--- src/rtl/icache_fill_ctrl.sv ---
// icache_fill_ctrl
//   Miss-handling and line-fill controller for the instruction cache. It is the
//   only writer of the 64-entry tag/valid/data arrays. On a miss it issues a
//   line-aligned burst read, assembles LINE_BEATS beats into one line, then
//   writes tag, valid and line to the arrays in a single WRITE cycle. It also
//   sequences a full-cache invalidate (one set per cycle).
//
//   Optional build macro ICACHE_FILL_PERF_EN: when defined, miss_count counts
//   IDLE->FILL transitions (wraps at 2^32). When undefined it is tied to 0 and
//   no counter flops exist.
//
// Ports
//   clk, rst_n            clock, async active-low reset
//   req_valid/req_addr    fetch request and address
//   hit                   external tag-compare result for req_addr
//   flush                 one-cycle pulse: invalidate all sets
//   stall                 fetch must hold (combinational)
//   mem_read/mem_addr     burst read request, line-aligned address
//   mem_resp/mem_rdata    one returned beat per mem_resp cycle, lowest first
//   arr_load/arr_windex   array write strobe and index
//   arr_tag/arr_valid     tag and valid bit written
//   arr_line              line written, beat k at [k*BEAT_W +: BEAT_W]
//   miss_count            performance counter
module icache_fill_ctrl #(
   parameter int BEAT_W     = 64,
   parameter int LINE_BEATS = 4,
   parameter int IDX_W      = 6,
   parameter int TAG_W      = 21
) (
   input  logic                         clk,
   input  logic                         rst_n,
   input  logic                         req_valid,
   input  logic [31:0]                  req_addr,
   input  logic                         hit,
   input  logic                         flush,
   output logic                         stall,
   output logic                         mem_read,
   output logic [31:0]                  mem_addr,
   input  logic                         mem_resp,
   input  logic [BEAT_W-1:0]            mem_rdata,
   output logic                         arr_load,
   output logic [IDX_W-1:0]             arr_windex,
   output logic [TAG_W-1:0]             arr_tag,
   output logic                         arr_valid,
   output logic [BEAT_W*LINE_BEATS-1:0] arr_line,
   output logic [31:0]                  miss_count
);
   localparam int LINE_W = BEAT_W * LINE_BEATS;
   localparam int OFF_W  = 32 - IDX_W - TAG_W;
   localparam int BC_W   = (LINE_BEATS > 1) ? $clog2(LINE_BEATS) : 1;
   localparam logic [BC_W-1:0] LAST_BEAT = BC_W'(LINE_BEATS - 1);
   localparam logic [31:0]     OFF_MASK  = (32'd1 << OFF_W) - 32'd1;

   localparam logic [1:0] S_IDLE  = 2'd0;
   localparam logic [1:0] S_FILL  = 2'd1;
   localparam logic [1:0] S_WRITE = 2'd2;
   localparam logic [1:0] S_FLUSH = 2'd3;

   logic [1:0]                         state_q, state_d;
   logic                               flush_pend_q, flush_pend_d;
   logic [BC_W-1:0]                    beat_cnt_q, beat_cnt_d;
   logic [LINE_BEATS-1:0][BEAT_W-1:0]  line_q, line_d, line_nxt;
   logic                               mem_read_q, mem_read_d;
   logic [31:0]                        mem_addr_q, mem_addr_d;
   logic                               arr_load_q, arr_load_d;
   logic [IDX_W-1:0]                   arr_windex_q, arr_windex_d;
   logic [TAG_W-1:0]                   arr_tag_q, arr_tag_d;
   logic                               arr_valid_q, arr_valid_d;
   logic [LINE_W-1:0]                  arr_line_q, arr_line_d;
   logic                               wr_bypass;

   always_comb begin
      state_d      = state_q;
      flush_pend_d = flush_pend_q;
      beat_cnt_d   = beat_cnt_q;
      line_d       = line_q;
      mem_read_d   = mem_read_q;
      mem_addr_d   = mem_addr_q;
      arr_load_d   = arr_load_q;
      arr_windex_d = arr_windex_q;
      arr_tag_d    = arr_tag_q;
      arr_valid_d  = arr_valid_q;
      arr_line_d   = arr_line_q;
      // line as it looks with the current beat merged in; the last beat goes
      // straight to arr_line without a round trip through line_q
      line_nxt             = line_q;
      line_nxt[beat_cnt_q] = mem_rdata;
      case (state_q)
         S_IDLE: begin
            if (flush || flush_pend_q) begin
               state_d      = S_FLUSH;
               flush_pend_d = 1'b0;
               arr_load_d   = 1'b1;
               arr_windex_d = '0;
               arr_valid_d  = 1'b0;
               arr_tag_d    = '0;
               arr_line_d   = '0;
            end else if (req_valid && !hit) begin
               state_d    = S_FILL;
               mem_read_d = 1'b1;
               mem_addr_d = req_addr & ~OFF_MASK;
            end
         end
         S_FILL: begin
            if (flush) flush_pend_d = 1'b1;
            if (mem_resp) begin
               line_d = line_nxt;
               if (beat_cnt_q == LAST_BEAT) begin
                  beat_cnt_d   = '0;
                  mem_read_d   = 1'b0;
                  state_d      = S_WRITE;
                  arr_load_d   = 1'b1;
                  arr_windex_d = mem_addr_q[OFF_W +: IDX_W];
                  arr_tag_d    = mem_addr_q[31 -: TAG_W];
                  arr_valid_d  = 1'b1;
                  arr_line_d   = line_nxt;
               end else begin
                  beat_cnt_d = beat_cnt_q + 1'b1;
               end
            end
         end
         S_WRITE: begin
            if (flush) flush_pend_d = 1'b1;
            arr_load_d = 1'b0;
            state_d    = S_IDLE;
         end
         S_FLUSH: begin
            if (arr_windex_q == {IDX_W{1'b1}}) begin
               state_d    = S_IDLE;
               arr_load_d = 1'b0;
            end else begin
               arr_windex_d = arr_windex_q + 1'b1;
            end
         end
         default: state_d = S_IDLE;
      endcase
   end

   always_ff @(posedge clk or negedge rst_n) begin
      if (!rst_n) begin
         state_q      <= S_IDLE;
         flush_pend_q <= 1'b0;
         beat_cnt_q   <= '0;
         line_q       <= '0;
         mem_read_q   <= 1'b0;
         mem_addr_q   <= '0;
         arr_load_q   <= 1'b0;
         arr_windex_q <= '0;
         arr_tag_q    <= '0;
         arr_valid_q  <= 1'b0;
         arr_line_q   <= '0;
      end else begin
         state_q      <= state_d;
         flush_pend_q <= flush_pend_d;
         beat_cnt_q   <= beat_cnt_d;
         line_q       <= line_d;
         mem_read_q   <= mem_read_d;
         mem_addr_q   <= mem_addr_d;
         arr_load_q   <= arr_load_d;
         arr_windex_q <= arr_windex_d;
         arr_tag_q    <= arr_tag_d;
         arr_valid_q  <= arr_valid_d;
         arr_line_q   <= arr_line_d;
      end
   end

   // In WRITE the arrays forward datain to a matching read index, so a fetch
   // to the line being written is satisfied this cycle.
   assign wr_bypass = (state_q == S_WRITE) && (req_addr[OFF_W +: IDX_W] == arr_windex_q);
   assign stall     = ((state_q != S_IDLE) && !wr_bypass) || (req_valid && !hit) || flush_pend_q;

   assign mem_read   = mem_read_q;
   assign mem_addr   = mem_addr_q;
   assign arr_load   = arr_load_q;
   assign arr_windex = arr_windex_q;
   assign arr_tag    = arr_tag_q;
   assign arr_valid  = arr_valid_q;
   assign arr_line   = arr_line_q;

`ifdef ICACHE_FILL_PERF_EN
   logic [31:0] miss_count_q;
   logic        miss_start;
   assign miss_start = (state_q == S_IDLE) && !(flush || flush_pend_q) && req_valid && !hit;
   always_ff @(posedge clk or negedge rst_n) begin
      if (!rst_n)          miss_count_q <= '0;
      else if (miss_start) miss_count_q <= miss_count_q + 32'd1;
   end
   assign miss_count = miss_count_q;
`else
   assign miss_count = '0;
`endif
endmodule

--- config.mk ---
export PLATFORM = sky130hd
export DESIGN_NAME = icache_fill_ctrl
export DESIGN_NICKNAME = d
export VERILOG_FILES = /design/src/rtl/icache_fill_ctrl.sv
export SDC_FILE = /design/constraint.sdc
export NUM_CORES = 1
export LEC_CHECK = 0
export ABC_CLOCK_PERIOD_IN_PS = 3600
export CAP_MARGIN = 20
export CELL_PAD_IN_SITES_DETAIL_PLACEMENT = 1
export CELL_PAD_IN_SITES_GLOBAL_PLACEMENT = 2
export CORE_UTILIZATION = 38
export DETAILED_ROUTE_END_ITERATION = 6
export MAX_ROUTING_LAYER = met4
export PLACE_DENSITY_LB_ADDON = 0.08
export SETUP_SLACK_MARGIN = 0.02
export SLEW_MARGIN = 20
export SYNTH_ARGS = -nofsm -noshare
export SYNTH_HDL_FRONTEND = slang
export SYNTH_SLANG_ARGS = --single-unit
--- constraint.sdc ---
create_clock -name clk -period 3.6 [get_ports clk]
set_clock_uncertainty 0.05 [all_clocks]
set_input_delay 0.54 -clock clk [delete_from_list [all_inputs] [get_ports clk]]
set_output_delay 0.54 -clock clk [all_outputs]
set_load 0.005 [all_outputs]
# == Word level (Yosys, flattened, before mapping) ==
# Index checks and enable logic that the tools add are counted.
# word_totals
word_cells,94
in_bits,102
ff_bits,574
output_inout_bits,351
# op_classes
reduce_logical,23
n_eq_ne,15
n_bitwise,1
n_mux,37
add_sub_neg,2
n_lt_le_gt_ge,2
# ops
op,count
$mux 256,3
$pmux 256 s2,1
$bwmux 256,1
$demux 64 s2,1
$mux 64,1
$mux 21,3
$pmux 21 s2,1
$mux 6,4
$pmux 6 s3,1
$ne 2x2->1 const B,7
$mux 2,6
$reduce_and 4->1,3
$mux 1,10
$reduce_and 5->1,2
$pmux 2 s4,1
$add 6x1->6 const B,1
$eq 2x2->1 const B,3
$eq 6x6->1,1
$eq 6x6->1 const B,1
$pmux 1 s2,3
$reduce_and 3->1,2
$reduce_bool 2->1,3
$logic_and 1x1->1,4
$pmux 1 s4,1
other kinds (13),16

# == Logic depth before layout (Yosys ltp) ==
# depth
depth_word,8
ltp_mapped,9
ltp_nobuf,6

# == Least setup slack after synthesis ==
# Ideal clock, no wire load.
# synth_timing
kind,register to register
start,reg state_q[0]
end,reg state_q[0]
t_required_ns,3.425
t_arrival_ns,1.718
slack_ns,1.707
period_less_slack_ns,1.893
path_stages_with_launch,7
cell_sequence,dfrtp_1 -> inv_1 -> ha_1 -> nor3b_4 -> or2b_1 -> nand3_1 -> mux2_2
# synth_between
elab_chain_cells,3
elab_cells_between_ends,10
# synth_lines
element,line_no,source
"start, declared",59,"logic [1:0] state_q, state_d;"
"start signal, assigned",153,state_q <= state_d;
"$eq 2x2->1, or another cell as far along",88,case (state_q)
$ne 2x2->1 (no source line) or $ne 3x3->1 (tied branches),-,
$reduce_and 4->1 (no source line),-,
# Several ways; a longest one is shown, not always the timed one.
# A chain may end at the register's enable or synchronous reset.

# == Final worst setup path ==
# layout_timing
start,reg state_q[0]
end,out stall
# layout_between
elab_chain_cells,6
elab_cells_between_ends,7
# layout_lines
element,line_no,source
$eq 2x2->1,169,assign wr_bypass = (state_q == S_WRITE) && (req_addr[OFF_W +: IDX_W] == arr_windex_q);
$logic_and 1x1->1,169,
$logic_not 1->1,170,assign stall = ((state_q != S_IDLE) && !wr_bypass) || (req_valid && !hit) || flush_pend_q;
$logic_and 1x1->1 (*),170,
$logic_or 1x1->1 (*) (2 in a row),170,
"end, declared",36,"output logic stall,"
# Mark *: on every way between the ends. The rest lies on a longest branch, timed or not.

==> metrics.txt <==
outcome completed; placed cell count ~2500; PwrDens 776 mW/mm^2; most frequent cells in the layout dfrtp_1 (510), clkdlybuf4s50_1 (409), mux2_2 (222); CTS Buffer Depth 3; sequential power share 0.387; yosys warns 0; drt total wl 61900 um; # resized after CTS 0; Worst Path Buf+Inv 2; GR Util All Layers 0.227; fill count ~5500; Static Leak 0.0121 uW; vias post-DR between 10000 and 15000; Worst Setup End Kind output port; CP Data Arrival Time 2.43 ns; Slowest cell on crit path clkdlybuf4s50_1; largest net degree at the start of global routing between 90 and 100; H-tree levels 2; prevailing post-synth register cell dfrtp_1; die width roughly 240 um; Tmin final between 3 and 4 ns; Final Hold Fails 0; Final Util 0.506; CP cell instances inv_1 > ha_1 > nand4_1 > nor4_1 > o21ai_0 > clkdlybuf4s50_1; synthesized area per cell between 10 and 15 um^2; Setup WS pre-CTS a little over 0.8 ns; clock slew seen by the registers of the worst setup and hold paths about 0.060 ns; Layout Cells excl Fill around 2600; met3 usage 0.0473; TritonCTS Buffers between 50 and 60; critical register-to-register path endpoint arr_line[134]$_DFFE_PN0P_; R2R Setup Slk a little under 1 ns; detailed placement HPWL 38900 um; MaxCap Viol Count 0; Die Ht between 200 and 250 um; Netlist cell types 43; Crit Path Category reg -> out; CTS sink count between 500 and 600; Worst Slack Setup Final 0.577 ns; slew margin rel. 0.358; maximum net fanout on the critical path 4; layout cells sized above 1 0.194; fraction of power spent switching nets 0.327; Critical Path Stages 6; TritonRoute pass-1 iters 4; share of flip-flops with an asynchronous set or reset 1.00; worst skew pair latency a little over 0.6 ns; Routed Antenna Nets 0; Rows 86; Die ar. between 0.05 and 0.06 mm^2; setup violators final 0; worst slew pin tran 0.959 ns; Final GP Congestion a little under 0.8; Clock Power Share 0.268; R2R depth 6; Mapped Cells roughly 1400; NetSw 7080 uW; Setup TNS 0 ns; global route overflow 0; RSZ-0062 raised after global routing no; Logic pwr share 0.345; initial antenna violation count 1; core area 0.0551 mm^2; DRC violations left 0; Crit path max-delay family buffers and inverters; Mapped Area between 0.02 and 0.025 mm^2; first-pass GRT wire length approximately 96000 um; met2 usage 0.351; Critical R2R Launch state_q[1]$_DFFE_PN0P_; f_max around 330 MHz; global routing usage on met1 0.303; Slew Viols, Final 0; Root Buffer clkbuf_16; commonest non-fill, non-tap cell in the layout dfrtp_1; Seq/Total Area, Yosys 0.602; Initial Util 0.385; cts hold-fix bufs 1; postcts setup bufs 0; CTS tree built; slowest stage delay, CP roughly 0.48 ns; end of the critical path stall; Hold Path Class reg -> reg; Final #Nets roughly 2000; worst setup path startpoint state_q[0]$_DFFE_PN0P_; startpoint types flop; IO Pins 453; busiest grt layer met2; DR iter-0 viols ~580; VDD IR max 570 uV; routed vias/inst about 5.3; IO buf count between 400 and 500; Seq cells post-synth 510; vias in the first global route between 15000 and 20000; fin crit share 0.840; post-DR wirelength/cell approximately 24 um; Area Growth Syn to Fin 31.5%; Worst EP required about 3 ns; cell internal pwr around 15000 uW; EDFF count, synth 0
## synthesized netlist by cell type, types with 4 or more instances
cell         n  area [um^2]
a21oi_1      8         40.0
ha_1        10          125
mux2_2     222         2500
buf_2       52          260
buf_4       45          338
dfrtp_1    510        12800
nand3_1      8         40.0
o21ai_0      8         40.0
mux2i_1    192         1920
a22o_1      86          753
nand2_1      9         33.8
nor2_1       6         22.5
buf_1       14         52.6
buf_6       21          236
inv_1        6         22.5
clkbuf_1    13         48.8
a31oi_1      4         25.0
o2bb2ai_1  193         1690
## through the flow
stage	power [uW]	instance area (um^2)	hold WS (ns)
after detailed placement	16000	26000	0.423
after global placement	15800	26000	0.413
final	21600	27900	0.433
after floorplan	12800	21300	0.194
after global routing	22800	27900	0.449
after CTS	21900	27900	0.438
## state kept, by name, summed over array words and instances, names as in the netlist
register      cells
mem_read          1
flush_pend_q      1
mem_addr         27
arr_valid         1
arr_load          1
state_q           2
arr_windex        6
arr_tag          21
beat_cnt_q        2
line_q          192
arr_line        256
## per-layer routing
metal | vias to the layer above | wire [um]
met5 | - | 0
met4 | 0 | 1450
met3 | 84 | 3040
met2 | 295 | 29300
met1 | 7334 | 28100
li1 | 6133 | -
## worst register-to-register path, delay by kind of cell, from the launching register on
kind                     cells  cell delay (ns)
AO/OA/AOI/OAI                2             0.97
adder cells (fa/ha/maj)      1             0.31
buffers and inverters        3             0.82
flip-flops                   1             0.39
## power groups by stage
stage	Clock [uW]	Combinational (uW)	Sequential, uW
final	5790	7470	8360
after global routing	6210	8050	8590
after CTS	5970	7610	8370
after detailed placement	0	7580	8440
after global placement	0	7420	8350
after floorplan	0	4590	8230
## final cells by class
type                            instances  area (um^2)  area share
Sequential cell                       510        12800       0.458
Multi-Input combinational cell        814         7670       0.275
Timing Repair Buffer                  449         4600       0.165
Clock buffer                           86         1710      0.0613
Tap cell                              748          936      0.0336
Clock inverter                         20          156     0.00561
Inverter                                6         22.5    0.000808
Antenna cell                            1         2.50   0.0000898
## logic make-up (layout without fill, tap and decap cells)
logic type,count (synthesis),count (layout),share of synthesized area
simple gates,36,36,0.00916
mux,414,414,0.209
xor+xnor,6,6,0.00248
other cells,1,38,0.000177
buf+inv,152,561,0.0459
compound gates,311,311,0.125
fa+ha+maj,10,10,0.00591
flops,510,510,0.602
## worst min path at each step
stage,from,to,slack [ns],cells past startpoint
floorplan,rst_n,arr_line[0]$_DFFE_PN0P_,0.19,0
global placement,arr_valid$_DFFE_PN0P_,arr_valid$_DFFE_PN0P_,0.41,1
detailed placement,arr_valid$_DFFE_PN0P_,arr_valid$_DFFE_PN0P_,0.42,1
CTS,arr_valid$_DFFE_PN0P_,arr_valid$_DFFE_PN0P_,0.44,1
global route,arr_line[108]$_DFFE_PN0P_,arr_line[108]$_DFFE_PN0P_,0.45,1
finish,arr_line[140]$_DFFE_PN0P_,arr_line[140]$_DFFE_PN0P_,0.43,1
Power figures use the tool's default switching activity.
